**config.mk**
```make
export PLATFORM = sky130hd
export DESIGN_NAME = if_id_stage
export DESIGN_NICKNAME = d
export VERILOG_FILES = /design/src/rtl/if_id_stage.sv
export SDC_FILE = /design/constraint.sdc
export NUM_CORES = 1
export LEC_CHECK = 0
export CORE_MARGIN = 1
export CORE_UTILIZATION = 35
export CTS_BUF_LIST = sky130_fd_sc_hd__clkbuf_8
export CTS_CLUSTER_SIZE = 16
export DETAILED_ROUTE_END_ITERATION = 10
export DONT_BUFFER_PORTS = 1
export PLACE_DENSITY = 0.48
export SLEW_MARGIN = 30
export SYNTH_ARGS = -nofsm -noshare
export SYNTH_HDL_FRONTEND = slang
export SYNTH_SLANG_ARGS = --single-unit
```
**constraint.sdc**
```tcl
create_clock -name clk -period 2.9 [get_ports clk]
set_input_delay 0.29 -clock clk [delete_from_list [all_inputs] [get_ports clk]]
set_output_delay 0.29 -clock clk [all_outputs]
set_load 0.01 [all_outputs]
```
**src/rtl/if_id_stage.sv**
```systemverilog
// if_id_stage: IF/ID pipeline register with one-cycle load-use stall and flush; define IF_ID_STALL_CNT_EN to add a saturating stall counter
module if_id_stage #(
  parameter logic [31:0] NOP_WORD = 32'h0000_0000,
  parameter int          CNT_W    = 16
) (
  input  logic        clk,
  input  logic        reset,
  input  logic [31:0] instr_in,
  input  logic [31:0] pc_plus4_in,
  input  logic        if_flush,
  input  logic        id_ex_mem_read,
  input  logic [4:0]  id_ex_rt,
  output logic [31:0] instr_out,
  output logic [31:0] pc_plus4_out,
  output logic        valid_out,
  output logic        pc_write,
  output logic        ctrl_bubble
`ifdef IF_ID_STALL_CNT_EN
  ,
  output logic [CNT_W-1:0] stall_cnt
`endif
);
  typedef enum logic {RUN, STALL} state_e;
  state_e      state_q, state_d;
  logic [31:0] instr_q, instr_d;
  logic [31:0] pc_q, pc_d;
  logic        valid_q, valid_d;
  logic        hazard, stall;
  if (CNT_W < 1) begin : g_bad_cnt_w
    $error("CNT_W must be at least 1");
  end
  // A bubble (valid_q=0) can never stall; register 0 never creates a dependency.
  assign hazard = valid_q & id_ex_mem_read & (id_ex_rt != 5'd0) &
                  ((id_ex_rt == instr_q[25:21]) | (id_ex_rt == instr_q[20:16]));
  // Stall only from RUN and only when no flush; this also yields pc_write=1 during reset.
  always_comb begin
    stall       = (state_q == RUN) & hazard & if_flush;
    pc_write    = ~stall;
    ctrl_bubble = stall;
    state_d     = stall ? STALL : RUN;
    instr_d     = !if_flush ? NOP_WORD : stall ? instr_q : instr_in;
    pc_d        = stall ? pc_q : pc_plus4_in;
    valid_d     = if_flush;
  end
  // Pipeline register and FSM state, asynchronously cleared.
  always_ff @(posedge clk or negedge reset) begin
    if (!reset) begin
      state_q <= RUN;
      instr_q <= NOP_WORD;
      pc_q    <= 32'd0;
      valid_q <= 1'b0;
    end else begin
      state_q <= state_d;
      instr_q <= instr_d;
      pc_q    <= pc_d;
      valid_q <= valid_d;
    end
  end
  assign instr_out    = instr_q;
  assign pc_plus4_out = pc_q;
  assign valid_out    = valid_q;
`ifdef IF_ID_STALL_CNT_EN
  logic [CNT_W-1:0] stall_cnt_q, stall_cnt_d;
  // Count stall entries, sticking at all-ones.
  always_comb begin
    stall_cnt_d = (stall & ~&stall_cnt_q) ? stall_cnt_q + CNT_W'(1) : stall_cnt_q;
  end
  // Counter is cleared only by reset.
  always_ff @(posedge clk or negedge reset) begin
    if (!reset) stall_cnt_q <= '0;
    else        stall_cnt_q <= stall_cnt_d;
  end
  assign stall_cnt = stall_cnt_q;
`endif
endmodule
```
# Word-level counts from Yosys, hierarchy flattened
# Cells that the tools add are included.
[word_totals]
in_bits = 73
out_inout_bits = 67
register_bits = 66
[classes]
muxes = 3
bitwise = 8
reduce_logical = 1
n_eq_ne = 3
[op_table]
columns = ["operator", "count"]
rows = [
  ["$mux W32", 2],
  ["$eq A5 B5 Y1", 2],
  ["$and A1 B1 Y1", 5],
  ["$reduce_bool A5 Y1", 1],
  ["$ne A2 B2 Y1 const B", 1],
  ["$not A1 Y1", 2],
  ["$mux W1", 1],
  ["$or A1 B1 Y1", 1],
]

# Longest topological paths before layout
[depth]
ltp_word = 7
mapped_depth = 7
depth_no_buf = 5

# Worst setup path before layout
# OpenSTA, ideal clock, no wires.
[synth_path]
kind = "register -> output"
start = "reg instr_q[18], in the netlist instr_out[18]"
end = "out pc_write"
n_path_buf = 2
stages_incl_launch_ff = 8
t_required_ps = 2610
slack_ps = 966
t_arrival_ps = 1644
path_cell_list = "dfrtp_1 xor2_1 nor3_1 nand3_1 a221oi_2 buf_4 buf_4 inv_1"
[synth_via]
elab_chain_cells = 6
[synth_rtl]
columns = ["item", "line", "rtl"]
rows = [
  ["start, declared", "25", "logic [31:0] instr_q, instr_d;"],
  ["start signal, assigned", "54", "instr_q <= instr_d;"],
  ["$eq A5 B5 Y1", "34", "((id_ex_rt == instr_q[25:21]) | (id_ex_rt == instr_q[20:16]));"],
  ["$or A1 B1 Y1", "34", ""],
  ["$and A1 B1 Y1", "33", "assign hazard = valid_q & id_ex_mem_read & (id_ex_rt != 5'd0) &"],
  ["$and A1 B1 Y1 (2 in a row)", "37", "stall = (state_q == RUN) & hazard & if_flush;"],
  ["named net ctrl_bubble", "17", "output logic ctrl_bubble"],
  ["$not A1 Y1", "38", "pc_write = ~stall;"],
  ["end, declared", "16", "output logic pc_write,"],
]
# The timed path passes the listed nets, and every way through them passes these cells.

# Worst setup path after layout
[layout_path]
start = "reg instr_q[23], in the netlist instr_out[23]"
end = "out pc_write"
# The elaborated chain is that of the path after synthesis.

==> metrics.md <==
| Metric | Value |
|---|---|
| CP Capture Type | `output pin` |
| Total internal power | `1.455 mW` |
| Synth cell types | `17` |
| Final setup margin | `0.5217 ns` |
| Clk slew on worst S/H paths | `0.07 ns` |
| Required time of the critical path | `2.61 ns` |
| Pin count of the biggest net entering global routing | `67` |
| Worst Setup Path Type | `register to output pin` |
| Residual DRC | `0` |
| Die Wd | `91.17 microns` |
| CP arrival | `2.09 ns` |
| Max Cap Violations | `0` |
| Setup violations, final | `0` |
| Commonest cells after routing, fill and taps aside | `dfrtp_1, inv_1, nand2_1, mux2i_1, mux2_2` |
| Crit-path slowest cell | `dfrtp_1` |
| Peak VDD IR | `279.3 uV` |
| Status | `complete, no violations` |
| Pre-CTS setup slack | `0.5903 ns` |
| CP Cell Sequence | `xor2_1, nor3_1, nand3_1, a221oi_4, buf_12, inv_1` |
| Vias per cell | `4.689` |
| Post-detailed-routing wire length | `5.441 mm` |
| Core Area | `7727 sq um` |
| Total gr overflow | `0` |
| Delay-heaviest family, CP | `flip-flops` |
| Routed vias | `1566` |
| CTS Buf Count | `9` |
| Syn Inst Count | `~220` |
| Max Buffers Root-to-Sink | `2` |
| Reg power frac | `0.545` |
| Switching power | `0.4388 mW` |
| Buffers added on ports | `0` |
| First-pass GRT wire length | `roughly 9 mm` |
| Post-route cell area | `approximately 3100 sq um` |
| Number of routed nets with antenna violations | `0` |
| Iter 0 DRT Violations | `53` |
| Worst-skew pair later-pin latency | `0.33 ns` |
| Reg2Reg Depth | `6` |
| Synth Cell Area | `2783 sq um` |
| Core Rows | `32` |
| Static Leak | `1.331 nW` |
| Switching fraction of total power | `0.2317` |
| Final Cycle Share | `0.8201` |
| Root Buffer | `clkbuf_8` |
| Synth top area cells | `dfrtp_1, mux2i_1, mux2_2, inv_1, nand2_1` |
| Worst hold path class | `input pin to register` |
| Yosys Warn Count | `0` |
| Pre-antenna DRT Iters | `4` |
| Clock Power Share | `0.400` |
| Type of origin of the critical path | `register` |
| Share of the synthesized area in the top cell type | `0.5935` |
| Clock period minus worst slack | `2.378 ns` |
| Crit Path Max Fanout | `35` |
| Layout area overhead | `12.19%` |
| Setup TNS | `0 ns` |
| Initial core utilization | `0.3601` |
| F_max | `420.5 MHz` |
| Fin. max-slew vios | `0` |
| DIE AREA | `8311 sq um` |
| CTS tree | `built` |
| Die height | `91.17 microns` |
| NumNets Final | `302` |
| Vias in the first global route | `1651` |
| Syn_area_per_cell | `12.42 sq um` |
| Reg-to-reg slack, setup | `0.59 ns` |
| Commonest non-fill, non-tap cell in the layout | `dfrtp_1` |
| Worst path depth | `6` |
| Post-DP HPWL | `about 3.7 mm` |
| Post-synth top area cell | `dfrtp_1` |
| Antenna Cells | `0` |
| Slew margin rel. | `0.7065` |
| Wirelength per Cell | `16.29 microns` |
| PD cells | `606.7 nW/um^2` |
| Setup Skew | `0.009210 ns` |
| GPL Wtd Cong | `0.6687` |
| Hold Vio Cnt, Final | `0` |
| Largest stage delay, worst path | `0.44 ns` |
| #FFs+latches synth | `66` |
| GRT Overall Usage | `0.1399` |
| Synthesized net count | `297` |
| RSZ-0062 raised after global routing | `false` |
| Post-synthesis sequential area ratio | `0.5935` |
| WP buf/inv | `2` |
| Hold Slack | `0.08542 ns` |
| Antenna violations before repair | `0` |
| Hold depth | `1` |
| H-tree levels | `3` |
| Ports | `140` |
| CTS Sinks | `66` |
| Placed inst area | `2883 sq um` |
| Worst-Margin Slew | `between 0.4 and 0.5 ns` |
| Comb power frac | `0.055` |
| Share of post-route cells with drive strength above 1 | `0.1897` |
## synth_stat cells
cell type  instances
dfrtp_1           66
xor2_1             6
nand4b_1           1
inv_1             33
a221oi_2           1
buf_4              4
mux2_1             6
buf_2              2
buf_6              1
nand3_1            2
nor2_1             1
mux2i_1           32
clkbuf_1           4
nor3_1             3
xnor2_1            4
mux2_2            26
nand2_1           32
## state kept, by name (all words and copies together), names as in the netlist
| register | cells |
|---|---|
| valid_out | 1 |
| pc_plus4_out | 32 |
| state_q | 1 |
| instr_out | 32 |
## logic make-up (layout without fill, tap and decap cells)
kind of cell	Yosys count	in the layout	share of synthesized area
flops	66	66	0.5935
mux	64	64	0.2446
buf+inv	44	52	0.06834
simple gates	39	39	0.05665
xor+xnor	10	10	0.03147
compound gates	1	1	0.005394
## metrics by stage
step	power [mW]	util	instances
after detailed placement	1.134	0.3731	317
final	1.894	0.4040	334
after CTS	1.939	0.4040	334
after global routing	1.993	0.4040	334
after global placement	1.130	0.3731	317
after floorplan	1.116	-	224
## area by class of cell
class                      instances  area [sq um]
timing repair buffer               5         75.07
inverter                          33         123.9
sequential                        66          1652
multi-input combinational        114         952.2
tap                              102         127.6
fill                             755          4606
clock buffer                      11         151.4
clock inverter                     3         40.04
## metal layers
metal | GRT usage | vias up | share of wire | wire (microns)
met3 | 0.07789 | 7 | 0.086 | 469
met1 | 0.1509 | 771 | 0.39 | 2135
li1 | - | 721 | - | -
met4 | 0.04365 | 0 | 0.013 | 72
met2 | 0.2336 | 67 | 0.51 | 2764
met5 | 0 | - | 0 | 0
## power by group through the flow
stage	clock network (mW)	registers, mW	logic, mW
after floorplan	0	1.04	0.0764
after global placement	0	1.05	0.0780
after detailed placement	0	1.05	0.0822
after CTS	0.796	1.03	0.109
after global routing	0.832	1.04	0.121
final	0.757	1.03	0.104
## repair_timing
action | in CTS | in global routing
hold endpoints to repair | 67 | 0
resized for setup | 0 | 0
hold buffers | 3 | 0
buffers inserted | 0 | 0
## final timing paths
path                               endpoint              from
min reg2reg                pc_plus4_out[14]  pc_plus4_out[14]
min                        pc_plus4_out[14]   pc_plus4_in[14]
max in group asynchronous     instr_out[11]             reset
max                                pc_write     instr_out[23]
min in group asynchronous     instr_out[16]             reset
max reg2reg                pc_plus4_out[19]     instr_out[23]
Power figures use the tool's default switching activity.
